File: src/rtl/lsm_reservoir_param.sv
// Ring-topology LIF reservoir: N neurons step in parallel, spike counts are
// gathered per window and latched into a readout bank for a classifier.

module lsm_lif_neuron #(
   parameter int VW         = 8,
   parameter int THRESH     = 64,
   parameter int W_EXT      = 20,
   parameter int W_REC      = 8,
   parameter int W_INH      = 16,
   parameter int LEAK_SHIFT = 3,
   parameter int REFRAC     = 2,
   parameter int CW         = 8
) (
   input  logic          clock,
   input  logic          flush,
   input  logic          step,
   input  logic          win_end,
   input  logic          ext_in,
   input  logic          inj_in,
   input  logic          nb_l,
   input  logic          nb_r,
   input  logic          opp,
   output logic          spike_q,
   output logic [CW-1:0] cnt_live
);
   localparam int SW   = VW + 4;
   localparam int RW   = (REFRAC < 1) ? 1 : $clog2(REFRAC + 1);
   localparam int VMAX = (1 << VW) - 1;

   logic [VW-1:0]        v_q, v_d, tc;
   logic [RW-1:0]        refr_q, refr_d;
   logic [CW-1:0]        cnt_q, cnt_d;
   logic                 spike_d, fire;
   logic signed [SW-1:0] t;

   always_comb begin
      t = SW'(int'(v_q) - int'(v_q >> LEAK_SHIFT)
            + W_EXT * int'(ext_in) + W_EXT * int'(inj_in)
            + W_REC * (int'(nb_l) + int'(nb_r)) - W_INH * int'(opp));
      if (t < 0)                tc = '0;
      else if (t > SW'(VMAX))   tc = '1;
      else                      tc = t[VW-1:0];
      fire = int'(tc) >= THRESH;
   end

   always_comb begin
      v_d      = v_q;
      refr_d   = refr_q;
      spike_d  = spike_q;
      cnt_live = cnt_q;
      cnt_d    = cnt_q;
      if (step) begin
         if (refr_q != '0) begin
            v_d     = '0;
            refr_d  = refr_q - RW'(1);
            spike_d = 1'b0;
         end else if (fire) begin
            v_d     = '0;
            refr_d  = RW'(REFRAC);
            spike_d = 1'b1;
         end else begin
            v_d     = tc;
            spike_d = 1'b0;
         end
         // saturate rather than wrap so a busy neuron reads as "max" downstream
         if (spike_d && cnt_q != '1) cnt_live = cnt_q + CW'(1);
         cnt_d = win_end ? '0 : cnt_live;
      end
   end

   always_ff @(posedge clock) begin
      if (flush) begin
         v_q     <= '0;
         refr_q  <= '0;
         spike_q <= 1'b0;
         cnt_q   <= '0;
      end else begin
         v_q     <= v_d;
         refr_q  <= refr_d;
         spike_q <= spike_d;
         cnt_q   <= cnt_d;
      end
   end
endmodule

module lsm_reservoir_param #(
   parameter int N          = 16,
   parameter int EXT_IN     = 8,
   parameter int VW         = 8,
   parameter int THRESH     = 64,
   parameter int W_EXT      = 20,
   parameter int W_REC      = 8,
   parameter int W_INH      = 16,
   parameter int LEAK_SHIFT = 3,
   parameter int REFRAC     = 2,
   parameter int WINDOW     = 100,
   parameter int CW         = 8
) (
   input  logic              clock,
   input  logic              reset,
   input  logic              clear,
   input  logic              step_en,
   input  logic              write,
   input  logic [EXT_IN-1:0] ein_ext,
   input  logic [N-1:0]      spikes_in,
   output logic [N-1:0]      spike_out,
   output logic [N*CW-1:0]   count_bus,
   output logic              window_done,
   output logic              readout_valid
);
   localparam int WW = (WINDOW > 1) ? $clog2(WINDOW) : 1;

   logic [WW-1:0]   win_q, win_d;
   logic [N*CW-1:0] bus_q, bus_d, live;
   logic            rv_q, rv_d, done_q, done_d, win_end;
   logic [N-1:0]    s;

   for (genvar i = 0; i < N; i++) begin : g_n
      lsm_lif_neuron #(
         .VW(VW), .THRESH(THRESH), .W_EXT(W_EXT), .W_REC(W_REC), .W_INH(W_INH),
         .LEAK_SHIFT(LEAK_SHIFT), .REFRAC(REFRAC), .CW(CW)
      ) u_n (
         .clock    (clock),
         .flush    (reset | clear),
         .step     (step_en),
         .win_end  (win_end),
         .ext_in   (ein_ext[i % EXT_IN]),
         .inj_in   (spikes_in[i]),
         .nb_l     (s[(i + N - 1) % N]),
         .nb_r     (s[(i + 1) % N]),
         .opp      (s[(i + N / 2) % N]),
         .spike_q  (s[i]),
         .cnt_live (live[i*CW +: CW])
      );
   end

   always_comb begin
      win_end = step_en && (win_q == WW'(WINDOW - 1));
      win_d   = win_q;
      if (step_en) win_d = win_end ? '0 : win_q + WW'(1);
      bus_d  = (win_end && write) ? live : bus_q;
      rv_d   = rv_q || (win_end && write);
      done_d = win_end;
   end

   // clear aborts the window but leaves the last latched readout visible
   always_ff @(posedge clock) begin
      if (reset) begin
         win_q  <= '0;
         bus_q  <= '0;
         rv_q   <= 1'b0;
         done_q <= 1'b0;
      end else if (clear) begin
         win_q  <= '0;
         done_q <= 1'b0;
      end else begin
         win_q  <= win_d;
         bus_q  <= bus_d;
         rv_q   <= rv_d;
         done_q <= done_d;
      end
   end

   assign spike_out     = s;
   assign count_bus     = bus_q;
   assign window_done   = done_q;
   assign readout_valid = rv_q;
endmodule

File: config.mk
export PLATFORM = sky130hd
export DESIGN_NAME = lsm_reservoir_param
export DESIGN_NICKNAME = d
export VERILOG_FILES = /design/src/rtl/lsm_reservoir_param.sv
export SDC_FILE = /design/constraint.sdc
export NUM_CORES = 1
export LEC_CHECK = 0
export ABC_AREA = 0
export BUFFER_PORTS_ARGS = -buffer_cell sky130_fd_sc_hd__buf_4
export CORE_MARGIN = 8
export CORE_UTILIZATION = 25
export CTS_CLUSTER_SIZE = 8
export DETAILED_ROUTE_END_ITERATION = 8
export GPL_ROUTABILITY_DRIVEN = 0
export PLACE_DENSITY_LB_ADDON = 0.3
export SLEW_MARGIN = 10
export SYNTH_ARGS = -nofsm -noshare
export SYNTH_HDL_FRONTEND = slang
export SYNTH_SLANG_ARGS = --single-unit
File: constraint.sdc
create_clock -name clock -period 6.7 [get_ports clock]
set_input_delay 0.67 -clock clock [delete_from_list [all_inputs] [get_ports clock]]
set_output_delay 0.67 -clock clock [all_outputs]
set_load 0.1 [all_outputs]
==> impl_results.md <==
* Min Tclk post-route at 5.83 ns
* Synth Area in Compound Gates at 17.7%
* Sequential element share of the synthesized area at approximately 27%
* CP Data Required Time at 7.23 ns
* Worst slew margin at a little under a quarter
* Crit Path Category: reg -> reg
* XOR/XNOR Fraction of Synth Area at under 10%
* Post-cts sizing count at 0
* Full die area at roughly 0.14 mm^2
* Post-synthesis cell area at 0.0327 mm^2
* Hold Buf Count CTS at 0
* Initial antenna violation count at 12
* Outcome: finished clean
* CTS tree: yes
* Setup TNS at 0 ns
* Adder-Cell Fraction of Synth Area at 23.3%
* Worst Skew at between 0.02 and 0.025 ns
* RSZ-0062 raised after global routing: false
* Synth Area in Simple Gates at around 16%
* Worst-Skew Late Latency at ~0.6 ns
* Clock slew at reported path FFs at around 0.050 ns
* FMAX at about 170 MHz
* Multi-input gate area at ~0.021 mm^2
* CP arrival at 6.36 ns
* Worst hold path class: in -> reg
* Share of cells above drive strength 1 at between 9 and 10%
* Hold Vio Cnt, Final at 0
* Slew @ Worst Pin at 1.15 ns
* All-layer global routing usage at 12.8%
* Avg Vias per Cell at ~4.6
* Async set-or-reset flop fraction in the synthesized netlist at 0%
* Avg Inst Size Synth at ~8.6 um^2
* FF+latch area at between 0.008 and 0.009 mm^2
* DR WL/cell at 16.2 um
* DIE WIDTH at roughly 380 um
* # IOs at between 150 and 200
* Grt ovf at 0
* Ys Warns at 0
* HP Start: spikes_in[15]
* # rows at 132
* CTS Buffer Depth at 3
* Final setup viols at 0
* Post-CTS setup buffer count at 0
* Syn Nets at about 4400
* Core area at 0.130 mm^2
* Reg2Reg Launch Point: g_n[14].u_n.v_q[3]
* Count of input and output buffers at between 150 and 200
* WL final at roughly 93000 um
* First-pass GRT wire length at ~150000 um
* CTS H-tree depth at 3
* Routed vias at approximately 26000
* Cell count after synthesis at around 3800
* Antenna viol nets, final at 0
* Critical path peak fanout at 13
* Pin count of the biggest net entering global routing at between 80 and 90
* Crit. Startpoint: g_n[14].u_n.v_q[3]
* CTS root buf: clkbuf_16
* Initial DRC Count at about 1100
* Period utilisation layout at between 80% and 90%
* Slew Limit Fails at 0
* Max-cap violation count at 0
* Clock sink count at 441
* Initial Util at around 25%
* # DRC at 0
* Post-synth top flop: dfxtp_1
* Startpoint types: flop
* Drt first pass iters at 5
* Fillers at 13738
* Vias in the first global route at ~26000
* Main combinational cell family by area after synthesis: adder cells
* Nets@finish at ~4500
* Seq cells post-synth at about 440
* Layout area overhead at 15.6%
* Die Span Y at 378 um
* Mux share of post-synthesis cell area at under 10%
* Yosys cell types at 108
* Post-synth EDFFs at 0
* Clock buffer count from CTS at 67
* Dpl hpwl at between 70000 and 80000 um
* CP Capture Type: flop
## worst max-delay path, cell delays in order (launching register included)
cell,delay (ns)
dfxtp_1,0.37
ha_1,0.16
inv_1,0.06
fa_1,0.39
a21o_1,0.17
a21oi_1,0.21
xor2_1,0.21
fa_1,0.46
fa_1,0.50
fa_1,0.60
inv_1,0.06
ha_1,0.30
a21oi_1,0.21
nor2_1,0.08
or4_1,0.46
a311oi_1,0.25
nand3_1,0.46
and3_1,0.42
o21ai_0,0.24
a32o_1,0.16
## cell families after synthesis
| family | count (synthesis) |
|---|---|
| buf+inv | 626 |
| mux | 39 |
| simple gates | 1061 |
| fa+ha+maj | 531 |
| flops | 441 |
| compound gates | 839 |
| xor+xnor | 262 |
## layout by cell type (no fill, tap or decap), types with 18 or more instances in the layout
cell type and instances:
nor2b_1 34, ha_1 401, or3_1 52, and3_1 39, nor2_1 342, o31ai_1 18, and2_1 23, a22o_1 27
o22ai_1 26, xor2_1 97, a21o_1 97, clkbuf_16 71, nand2_1 224, a21oi_1 131, xnor2_1 165, fa_1 128
nand2b_1 33, o21ai_0 182, nand4_1 58, nor3_1 38, a211oi_1 147, dfxtp_1 441, mux2i_1 31, nand3_1 92
buf_4 213, inv_1 483, a31oi_1 42
## state kept, by name, indices dropped and copies added, names as in the netlist
| signal | flops |
|---|---|
| g_n.u_n.refr_q | 32 |
| window_done | 1 |
| readout_valid | 1 |
| win_q | 7 |
| g_n.u_n.cnt_q | 128 |
| g_n.u_n.v_q | 128 |
| count_bus | 128 |
| g_n.u_n.spike_q | 16 |
## Yosys cell counts (92+ instances only)
library cell	count	area, um^2
a211oi_1	147	1100
a21o_1	97	728
a21oi_1	131	656
clkbuf_1	92	345
dfxtp_1	441	8830
fa_1	128	2560
ha_1	401	5020
inv_1	484	1820
nand2_1	227	852
nand3_1	92	460
nor2_1	345	1290
o21ai_0	182	911
xnor2_1	165	1450
xor2_1	97	850
## worst paths after layout
path | endpoint | slack [ns] | cells after the start
setup / recovery | g_n[14].u_n.cnt_q[1] | 0.87 | 19
hold reg to reg | g_n[2].u_n.v_q[2] | 0.44 | 2
setup reg to reg | g_n[14].u_n.cnt_q[1] | 0.87 | 19
hold / removal | g_n[15].u_n.v_q[2] | 0.39 | 3
## area by class of cell
cell class	instances	share of cell area (%)
sequential	441	23.4
inverter	484	4.81
timing repair buffer	214	4.28
antenna	3	0.0199
multi-input combinational	2732	56.7
clock inverter	3	0.116
clock buffer	83	4.93
tap	1742	5.77
## metal layers
metal / vias to the layer above / share of wire, % / routed length (um) / GRT usage [%]
met3: 119 / 4.4 / 4030 / 2.45
met1: 12440 / 46 / 42400 / 16.4
met5: - / 0.044 / 41 / 0
met4: 6 / 2.3 / 2090 / 2.92
met2: 325 / 48 / 44000 / 22.2
li1: 13423 / - / - / -
## stage by stage
stage	instance area, um^2	hold slack (ns)	setup WS [ns]	utilization, %	std cells
finish	37800	0.392	0.869	29.1	5702
global route	37800	0.367	0.385	29.1	5700
CTS	37800	0.344	0.857	29.1	5699
detailed placement	35900	0.436	0.858	27.7	5613
global placement	35900	0.433	0.926	27.7	5613
floorplan	32700	0.420	1.47	-	3799
Power is left out: the tool's default activity adds up to more than one toggle a clock period on the data nets, which glitch-free logic cannot reach.
